## src/rtl/cam_pkg.sv

```systemverilog
// rtl/cam_pkg.sv - shared CAM encoder defaults, state encoding and popcount helper
package cam_pkg;

    localparam int CAM_DEPTH_DEF  = 8;
    localparam int ADDR_WIDTH_DEF = 3;
    localparam int MAX_DEPTH      = 32;

    typedef enum logic [1:0] {
        IDLE  = 2'd0,
        SCAN  = 2'd1,
        EMPTY = 2'd2
    } state_e;

    // Callers zero-extend their vector to MAX_DEPTH bits.
    function automatic int unsigned popcount(input logic [MAX_DEPTH-1:0] v);
        int unsigned n;
        n = 0;
        for (int i = 0; i < MAX_DEPTH; i++) begin
            n += {31'd0, v[i]};
        end
        return n;
    endfunction

endpackage

```

## src/rtl/cam_match_encoder_if.sv

```systemverilog
// rtl/cam_match_encoder_if.sv - match-vector input and address-beat output handshake bundle
interface cam_match_encoder_if
    import cam_pkg::*;
#(
    parameter int CAM_DEPTH  = CAM_DEPTH_DEF,
    parameter int ADDR_WIDTH = ADDR_WIDTH_DEF
);
    logic                  match_valid;
    logic                  match_ready;
    logic [CAM_DEPTH-1:0]  decoded_match_address;
    logic                  addr_valid;
    logic                  addr_ready;
    logic [ADDR_WIDTH-1:0] match_address;
    logic                  addr_last;
    logic                  no_match;
    logic [ADDR_WIDTH:0]   match_count;

    modport master (
        output match_valid, decoded_match_address, addr_ready,
        input  match_ready, addr_valid, match_address, addr_last, no_match, match_count
    );

    modport slave (
        input  match_valid, decoded_match_address, addr_ready,
        output match_ready, addr_valid, match_address, addr_last, no_match, match_count
    );
endinterface

```

## src/rtl/cam_priority_encoder.sv

```systemverilog
// rtl/cam_priority_encoder.sv - combinational find-first-set; CAM_MATCH_HIGH_FIRST_EN selects highest bit first
module cam_priority_encoder #(
    parameter int WIDTH = 8,
    parameter int IDX_W = 3
) (
    input  logic [WIDTH-1:0] vec_i,
    output logic [IDX_W-1:0] idx_o,
    output logic             any_o
);
    // The last matching iteration wins, so loop order sets the priority.
    always_comb begin
        idx_o = '0;
        any_o = |vec_i;
`ifdef CAM_MATCH_HIGH_FIRST_EN
        for (int i = 0; i < WIDTH; i++) begin
            if (vec_i[i]) idx_o = IDX_W'(i);
        end
`else
        for (int i = WIDTH - 1; i >= 0; i--) begin
            if (vec_i[i]) idx_o = IDX_W'(i);
        end
`endif
    end
endmodule

```

## src/rtl/cam_match_encoder.sv

```systemverilog
// rtl/cam_match_encoder.sv - serialises a multi-hot CAM match vector into binary row-address beats
// Scan order follows CAM_MATCH_HIGH_FIRST_EN (via cam_priority_encoder).
module cam_match_encoder
    import cam_pkg::*;
#(
    parameter int CAM_DEPTH  = CAM_DEPTH_DEF,
    parameter int ADDR_WIDTH = ADDR_WIDTH_DEF
) (
    input  logic                clk,
    input  logic                rst,
    cam_match_encoder_if.slave  bus
);
    state_e                state_q;
    logic [CAM_DEPTH-1:0]  pending_q, pending_d;
    logic [ADDR_WIDTH-1:0] addr_q;
    logic [ADDR_WIDTH:0]   count_q;
    logic                  ready_q, valid_q, last_q, nm_q;

    logic [ADDR_WIDTH-1:0] nxt_idx;
    logic                  nxt_any;
    logic                  nxt_single;
    logic [ADDR_WIDTH:0]   nxt_count;

    // Outputs are registered, so the encoder looks ahead at the vector the next beat will see.
    always_comb begin
        pending_d = pending_q;
        if (state_q == IDLE) begin
            pending_d = bus.decoded_match_address;
        end else if (state_q == SCAN) begin
            pending_d = pending_q & ~(CAM_DEPTH'(1) << addr_q);
        end
    end

    assign nxt_count  = (ADDR_WIDTH+1)'(popcount(MAX_DEPTH'(pending_d)));
    assign nxt_single = (nxt_count == (ADDR_WIDTH+1)'(1));

    cam_priority_encoder #(
        .WIDTH (CAM_DEPTH),
        .IDX_W (ADDR_WIDTH)
    ) u_prio (
        .vec_i (pending_d),
        .idx_o (nxt_idx),
        .any_o (nxt_any)
    );

    always_ff @(posedge clk) begin
        if (rst) begin
            state_q   <= IDLE;
            pending_q <= '0;
            addr_q    <= '0;
            count_q   <= '0;
            ready_q   <= 1'b1;
            valid_q   <= 1'b0;
            last_q    <= 1'b0;
            nm_q      <= 1'b0;
        end else begin
            case (state_q)
                IDLE: begin
                    if (bus.match_valid) begin
                        pending_q <= pending_d;
                        count_q   <= nxt_count;
                        ready_q   <= 1'b0;
                        valid_q   <= 1'b1;
                        if (nxt_any) begin
                            state_q <= SCAN;
                            addr_q  <= nxt_idx;
                            last_q  <= nxt_single;
                            nm_q    <= 1'b0;
                        end else begin
                            state_q <= EMPTY;
                            addr_q  <= '0;
                            last_q  <= 1'b1;
                            nm_q    <= 1'b1;
                        end
                    end
                end
                SCAN: begin
                    if (bus.addr_ready) begin
                        pending_q <= pending_d;
                        if (last_q) begin
                            state_q <= IDLE;
                            ready_q <= 1'b1;
                            valid_q <= 1'b0;
                            addr_q  <= '0;
                            last_q  <= 1'b0;
                        end else begin
                            addr_q <= nxt_idx;
                            last_q <= nxt_single;
                        end
                    end
                end
                EMPTY: begin
                    if (bus.addr_ready) begin
                        state_q <= IDLE;
                        ready_q <= 1'b1;
                        valid_q <= 1'b0;
                        last_q  <= 1'b0;
                        nm_q    <= 1'b0;
                    end
                end
                default: begin
                    state_q <= IDLE;
                    ready_q <= 1'b1;
                    valid_q <= 1'b0;
                end
            endcase
        end
    end

    assign bus.match_ready   = ready_q;
    assign bus.addr_valid    = valid_q;
    assign bus.match_address = addr_q;
    assign bus.addr_last     = last_q;
    assign bus.no_match      = nm_q;
    assign bus.match_count   = count_q;
endmodule
```

## src/flat_wrapper.sv

```systemverilog
// flat-port wrapper written by rule: the top's interface ports become plain ports
module cam_match_encoder_flat import cam_pkg::*;
#(
    parameter int CAM_DEPTH  = CAM_DEPTH_DEF,
    parameter int ADDR_WIDTH = ADDR_WIDTH_DEF
)
  (clk, rst, bus_match_valid, bus_decoded_match_address, bus_addr_ready, bus_match_ready, bus_addr_valid, bus_match_address, bus_addr_last, bus_no_match, bus_match_count);
  cam_match_encoder_if #(.CAM_DEPTH(CAM_DEPTH), .ADDR_WIDTH(ADDR_WIDTH)) bus_i ();
  input  logic clk;
  input  logic rst;
  input wire logic [$bits(bus_i.match_valid)-1:0] bus_match_valid;
  input wire logic [$bits(bus_i.decoded_match_address)-1:0] bus_decoded_match_address;
  input wire logic [$bits(bus_i.addr_ready)-1:0] bus_addr_ready;
  output wire logic [$bits(bus_i.match_ready)-1:0] bus_match_ready;
  output wire logic [$bits(bus_i.addr_valid)-1:0] bus_addr_valid;
  output wire logic [$bits(bus_i.match_address)-1:0] bus_match_address;
  output wire logic [$bits(bus_i.addr_last)-1:0] bus_addr_last;
  output wire logic [$bits(bus_i.no_match)-1:0] bus_no_match;
  output wire logic [$bits(bus_i.match_count)-1:0] bus_match_count;
  assign bus_i.match_valid = bus_match_valid;
  assign bus_i.decoded_match_address = bus_decoded_match_address;
  assign bus_i.addr_ready = bus_addr_ready;
  assign bus_match_ready = bus_i.match_ready;
  assign bus_addr_valid = bus_i.addr_valid;
  assign bus_match_address = bus_i.match_address;
  assign bus_addr_last = bus_i.addr_last;
  assign bus_no_match = bus_i.no_match;
  assign bus_match_count = bus_i.match_count;
  cam_match_encoder #(.CAM_DEPTH(CAM_DEPTH), .ADDR_WIDTH(ADDR_WIDTH)) u_core (.clk(clk), .rst(rst), .bus(bus_i));
endmodule
```

## config.mk

```make
export PLATFORM = sky130hd
export DESIGN_NAME = cam_match_encoder_flat
export DESIGN_NICKNAME = d
export VERILOG_FILES = /design/src/rtl/cam_pkg.sv /design/src/rtl/cam_match_encoder_if.sv /design/src/rtl/cam_priority_encoder.sv /design/src/rtl/cam_match_encoder.sv /design/src/flat_wrapper.sv
export SDC_FILE = /design/constraint.sdc
export NUM_CORES = 1
export LEC_CHECK = 0
export CORE_MARGIN = 4
export CORE_UTILIZATION = 52
export CTS_BUF_LIST = sky130_fd_sc_hd__clkbuf_16
export DETAILED_ROUTE_END_ITERATION = 16
export GPL_TIMING_DRIVEN = 0
export PLACE_DENSITY = 0.87
export SYNTH_ARGS = -nofsm -noshare
export SYNTH_HDL_FRONTEND = slang
export SYNTH_HIERARCHICAL = 1
export SYNTH_SLANG_ARGS = --single-unit
```

## constraint.sdc

```tcl
create_clock -name clk -period 5.7 [get_ports clk]
set_input_delay 1.14 -clock clk [delete_from_list [all_inputs] [get_ports clk]]
set_output_delay 1.14 -clock clk [all_outputs]
set_load 0.01 [all_outputs]
```

Yosys cells after proc, flatten, opt, wreduce, memory -nomap -nowiden
Cells that the tools add are included.
Widths: inputs -> output; s select.
- word-level logic and storage cells: 77
- output and inout port bits: 11
- bits in writable memories: 0
- bits in read-only memories: 0
- bits in latches: 0
- memories kept: 0
- input port bits: 12
- flip-flop bits (word level): 21
- equal/unequal tests: 7
- div/mod/pow operators: 0
- multiply operators: 0
- reduce and logical (&&, ||, !) cells: 10
- shifts and indexed selects: 1
- muxes and demuxes: 42
- order comparisons: 0
- add/subtract/negate cells: 7
- bitwise logic cells: 2
- operators by type and width (kind ; count):
    $mux 3 ; 12
    $mux 8 ; 4
    $add 4x1->4 ; 6
    $pmux 8 s2 ; 1
    $mux 1 ; 14
    $mux 2 ; 5
    $pmux 1 s3 ; 3
    $and 8x8->8 ; 1
    $not 8->8 ; 1
    $reduce_and 4->1 ; 2
    $reduce_or 8->1 ; 1
    $shl 1x3->8 const A ; 1
    $ne 2x2->1 const B ; 3
    $pmux 2 s3 ; 1
    $pmux 3 s2 ; 1
    $reduce_and 3->1 ; 2
    $eq 4x1->1 const B ; 1
    $reduce_bool 2->1 ; 2
    $reduce_bool 3->1 ; 1
    $add 1x1->2 ; 1
    $eq 2x1->1 const B ; 1
    $eq 2x2->1 const B ; 1
    $logic_not 2->1 ; 1
    $ne 2x1->1 const B ; 1
    2 further kinds ; 2

Longest topological paths before layout
- word-level depth: 16
- depth in mapped cells: 18

Cells and area by module
Netlist, hierarchy kept.
- by module, submodules not included (module ; area an instance (um^2) ; instances ; cells an instance ; sequential area each (um^2)):
    cam_match_encoder ; 1293.7 ; 1 ; 167 ; 420.4
    cam_priority_encoder ; 81.3 ; 1 ; 13 ; 0.0

Worst setup path before layout
No wires, ideal clock.
- path type: input to register
- start: in bus_decoded_match_address[0]
- end: reg u_core.last_q (netlist: u_core/bus.addr_last)
- path slack: 1680 ps
- required time: 5628 ps
- stages on the path: 14
- arrival time: 3948 ps
- cells stage by stage: nand2_1 nand2_1 fa_1 inv_1 fa_1 inv_1 fa_1 ha_1 inv_1 fa_1 nand4b_1 o221ai_1 nand2_1 mux2i_1
- longest elaborated chain between the ends: 12
- elaborated cells between the ends (all ways): 15
- ends and longest elaborated chain (element ; RTL line ; RTL):
    start, declared ; flat_wrapper.sv:12 ; input wire logic [$bits(bus_i.decoded_match_address)-1:0] bus_decoded_match_address;
    $mux 8 * ; cam_match_encoder.sv:27 ; if (state_q == IDLE) begin
    named net u_core.pending_d[0] ; cam_match_encoder.sv:14 ; logic [CAM_DEPTH-1:0] pending_q, pending_d;
    $add 1x1->2 ; cam_pkg.sv:19 ; n += {31'd0, v[i]};
    $add 4x1->4 (6 in a row) ; cam_pkg.sv:19 ;
    $eq 4x1->1 ; cam_match_encoder.sv:35 ; assign nxt_single = (nxt_count == (ADDR_WIDTH+1)'(1));
    $mux 1, on equally long branches ; cam_match_encoder.sv:80, cam_match_encoder.sv:64 ;
    $mux 1, on equally long branches ; cam_match_encoder.sv:78, cam_match_encoder.sv:59 ;
    $pmux 1 s3 * ; cam_match_encoder.sv:57 ; case (state_q)
    end signal, assigned ; cam_match_encoder.sv:67 ; last_q <= nxt_single;
    end signal, assigned ; cam_match_encoder.sv:88 ; last_q <= nxt_single;
    end, declared ; cam_match_encoder.sv:17 ; logic ready_q, valid_q, last_q, nm_q;
The timed path passes the listed nets; every way through them passes the cells marked *. The select of a mux whose other input is x is not followed.
A chain may end at the register's enable or synchronous reset.

Final worst setup path
- start: reg u_core.state_q[0]
- end: reg u_core.last_q (netlist: u_core/bus.addr_last)
- longest elaborated chain between the ends: 14
- elaborated cells between the ends (all ways): 24
- ends and longest elaborated chain (element ; RTL line ; RTL):
    start, declared ; cam_match_encoder.sv:13 ; state_e state_q;
    start signal, assigned ; cam_match_encoder.sv:48 ; state_q <= IDLE;
    start signal, assigned ; cam_match_encoder.sv:65 ; state_q <= SCAN;
    start signal, assigned ; cam_match_encoder.sv:70 ; state_q <= EMPTY;
    $eq 2x1->1 ; cam_match_encoder.sv:29 ; end else if (state_q == SCAN) begin
    $mux 8 ; cam_match_encoder.sv:29 ;
    $mux 8 * ; cam_match_encoder.sv:27 ;
    named net u_core.pending_d[0] ; cam_match_encoder.sv:14 ;
    $add 1x1->2 ; cam_pkg.sv:19 ;
    $add 4x1->4 (6 in a row) ; cam_pkg.sv:19 ;
    $eq 4x1->1 ; cam_match_encoder.sv:35 ;
    $mux 1, on equally long branches ; cam_match_encoder.sv:80, cam_match_encoder.sv:64 ;
    $mux 1, on equally long branches ; cam_match_encoder.sv:78, cam_match_encoder.sv:59 ;
    $pmux 1 s3 * ; cam_match_encoder.sv:57 ;
Marks and branches as above.

==> impl_metrics.json <==
{
  "drtIter0Drc": 75,
  "crit_chain": "ha_1 > nand2b_1 > o311ai_0 > nand2_1 > fa_1 > inv_1 > fa_1 > inv_1 > fa_1 > ha_1 > inv_1 > fa_1 > nand4b_1 > o221ai_1 > nand2_1 > mux2i_1",
  "multi_input_area_sq_um": 865,
  "fin_skew_ns": 0.00298,
  "die_w_microns": 59.4,
  "post_cts_resized": 0,
  "grt.busiest_layer": "met2",
  "swShare_pct": 34.9,
  "p_per_area_nw_per_um2": 330,
  "cts.sinks": 21,
  "dieArea_sq_um": 3530,
  "vias_per_cell": 5.93,
  "vias": 1394,
  "end_kind": "register",
  "path_buf_inv": 3,
  "fin_crit_sh_pct": 80.6,
  "startpoint_type": "register",
  "critPathMostFrequentCell": "fa_1",
  "synth_top_area_share_pct": 30.6,
  "worst_slew_pin_slew_ns": 0.608,
  "yosys-top-cells-area": "dfxtp_1, nand2_1, ha_1",
  "clk_pin_slew_ns": 0.06,
  "leakage_nw": 0.699,
  "yosysTopAreaCell": "dfxtp_1",
  "root_buffer": "clkbuf_16",
  "finalSetupViolCount": 0,
  "grt_max_degree": 12,
  "synthCells": 180,
  "status": "completed",
  "grt_pass1_wl_mm": 5.98,
  "grt_overflow": 0,
  "met1_usage_pct": 26.6,
  "hold_buffers": 0,
  "holdWs_ns": 0.462,
  "avgSynthCellArea_sq_um": 7.64,
  "numPortBuffers": 21,
  "firstDrtPassIters": 4,
  "cts-buffers-inserted": 3,
  "grt_pass1_vias": 1372,
  "wl_per_cell_microns": 15.5,
  "ys_seq_elements": 21,
  "cp_slowest_cell": "fa_1",
  "fill_cells": 192,
  "crit_type": "register to register",
  "wirelength_mm": 3.65,
  "ys.warnings.count": 6,
  "grt_antenna_before_repair": 0,
  "regArea_sq_um": 420,
  "hp-class": "register to register",
  "tns_ns": 0,
  "postCtsSetupBuffers": 0,
  "synth_area_sq_um": 1380,
  "p_comb_share_pct": 41.4,
  "arrival_ns": 4.77,
  "fp.coreArea_sq_um": 2500,
  "htreeDepth": 1,
  "crit_fanout": 9,
  "cap_violations": 0,
  "drc": 0,
  "power.clock.fraction_pct": 26.5,
  "track_usage_pct": 22.4,
  "cp.required_ns": 5.87,
  "p_int_uw": 366,
  "ant_nets": 0,
  "critical_path.top_delay_family": "adder cells",
  "layout-drive-gt1-share_pct": 5.37,
  "cts_tree": "done",
  "max_freq_mhz": 218,
  "ios": 23,
  "pwr-share-seq_pct": 32.1,
  "min_period_ns": 4.59,
  "slowest_delay_ns": 0.60,
  "start_util_pct": 55.0,
  "num_antenna_cells": 0,
  "rsz0062_at_grt": "no",
  "hpwl_mm": 2.62,
  "gp_congestion": 0.906,
  "synth.distinct_cells": 39,
  "drv_slew": 0,
  "syn-num-nets": 203,
  "ys_seq_area_share_pct": 30.6,
  "clk_latency_ns": 0.26,
  "cts_buffer_depth": 2,
  "vdd_drop_max_uv": 354,
  "fin_nets": 229,
  "use_met2_pct": 37.4,
  "relSlewSlack_pct": 59.3,
  "chipHeight_microns": 59.4,
  "syn2layout_area_growth_pct": 23.7,
  "hold_viol_final": 0,
  "finalWorstSetupSlack_ns": 1.11,
  "post-place-ws_ns": 0.981,
  "row_count": 18,
  "met3_usage_pct": 5.01,
  "switchingPower_uw": 196
}
-- layout by cell type, fill, tap and decap left out, types with 2 or more instances in the layout --
master and count:
nor2_1 12, clkbuf_1 3, clkbuf_16 3, o21ai_0 8
nor2b_1 3, a31oi_1 8, nand3_1 6, nand4_1 3
o311ai_0 2, ha_1 7, and2_1 2, a21oi_1 13
clkdlybuf4s50_1 21, dfxtp_1 21, fa_1 4, inv_1 14
buf_4 2, o211ai_1 7, nand4b_1 2, nand2b_1 3
nand2_1 41
-- registers in the layout, indices dropped and copies added (netlist names) --
register,flops
u_core/bus.match_ready,1
u_core/bus.addr_valid,1
u_core/bus.no_match,1
u_core/bus.addr_last,1
u_core/bus.match_count,4
u_core/bus.match_address,3
u_core/state_q,2
u_core/pending_q,8
-- layout make-up --
cell class | count | share of cell area (%)
clock inverter | 1 | 0.221
clock buffer | 3 | 4.41
inverter | 14 | 3.09
timing repair buffer | 21 | 12.4
buffer | 6 | 2.21
tap | 30 | 2.21
sequential | 21 | 24.7
multi-input combinational | 139 | 50.8
-- Yosys cell counts, drive strengths merged --
library cell	count
a2111oi	1
a21boi	1
a21o	1
a21oi	13
a31oi	8
and2	2
and3b	1
buf	3
clkbuf	3
clkinv	1
dfxtp	21
fa	4
ha	7
inv	13
mux2i	1
nand2	42
nand2b	3
nand3	6
nand4	3
nand4b	2
nor2	12
nor2b	5
nor3	1
nor4	1
o211ai	7
o21a	1
o21ai	8
o21bai	1
o221ai	1
o311ai	2
o31ai	1
o41ai	1
or2b	1
or3	1
xor2	1
-- metrics by stage --
step	total power, mW	util [%]	std cells	area, sq um
2_1_floorplan	0.338	-	180	1380
3_3_place_gp	0.402	64.9	231	1620
3_5_place_dp	0.410	64.9	231	1620
4_1_cts	0.562	68.1	235	1700
5_1_grt	0.598	68.1	235	1700
6_report	0.562	68.1	235	1700
-- metal layers --
layer	wire length (microns)	up-vias
li1	-	671
met1	1520	645
met2	1730	72
met3	346	6
met4	46	0
met5	0	-
-- worst paths after layout --
| path | depth (start not counted) | slack [ns] | end | startpoint |
|---|---|---|---|---|
| max | 16 | 1.11 | u_core/bus.addr_last | u_core/state_q[0] |
| max reg2reg | 16 | 1.11 | u_core/bus.addr_last | u_core/state_q[0] |
| min | 2 | 0.46 | u_core/bus.match_count[0] | u_core/bus.match_count[0] |
| min reg2reg | 2 | 0.46 | u_core/bus.match_count[0] | u_core/bus.match_count[0] |
-- tightest hold or removal path: cells and delay by family (launching register included) --
| family | cells | cell delay, ns |
|---|---|---|
| and+or+nand+nor | 1 | 0.05 |
| DFF | 1 | 0.31 |
| AOI/OAI and AO/OA | 1 | 0.05 |
-- cells by family (layout without fill, tap and decap cells) --
family                   Yosys count  count (layout)  synth area share, %
AND/OR/NAND/NOR                   80              80                 28.3
AO/OA/AOI/OAI                     46              46                 21.0
adder cells (fa/ha/maj)           11              11                 12.2
buffers and inverters             20              45                 6.55
XOR/XNOR                           1               1                0.637
multiplexers                       1               1                0.728
flip-flops                        21              21                 30.6
-- power by group through the flow --
stage                     clock, mW  sequential (mW)  combinational (mW)
after floorplan                   0            0.187               0.151
after global placement            0            0.182               0.220
after detailed placement          0            0.183               0.227
after CTS                     0.150            0.180               0.232
after global routing          0.156            0.183               0.259
final                         0.149            0.180               0.233
Note: power is estimated with default switching activity, not from simulation.
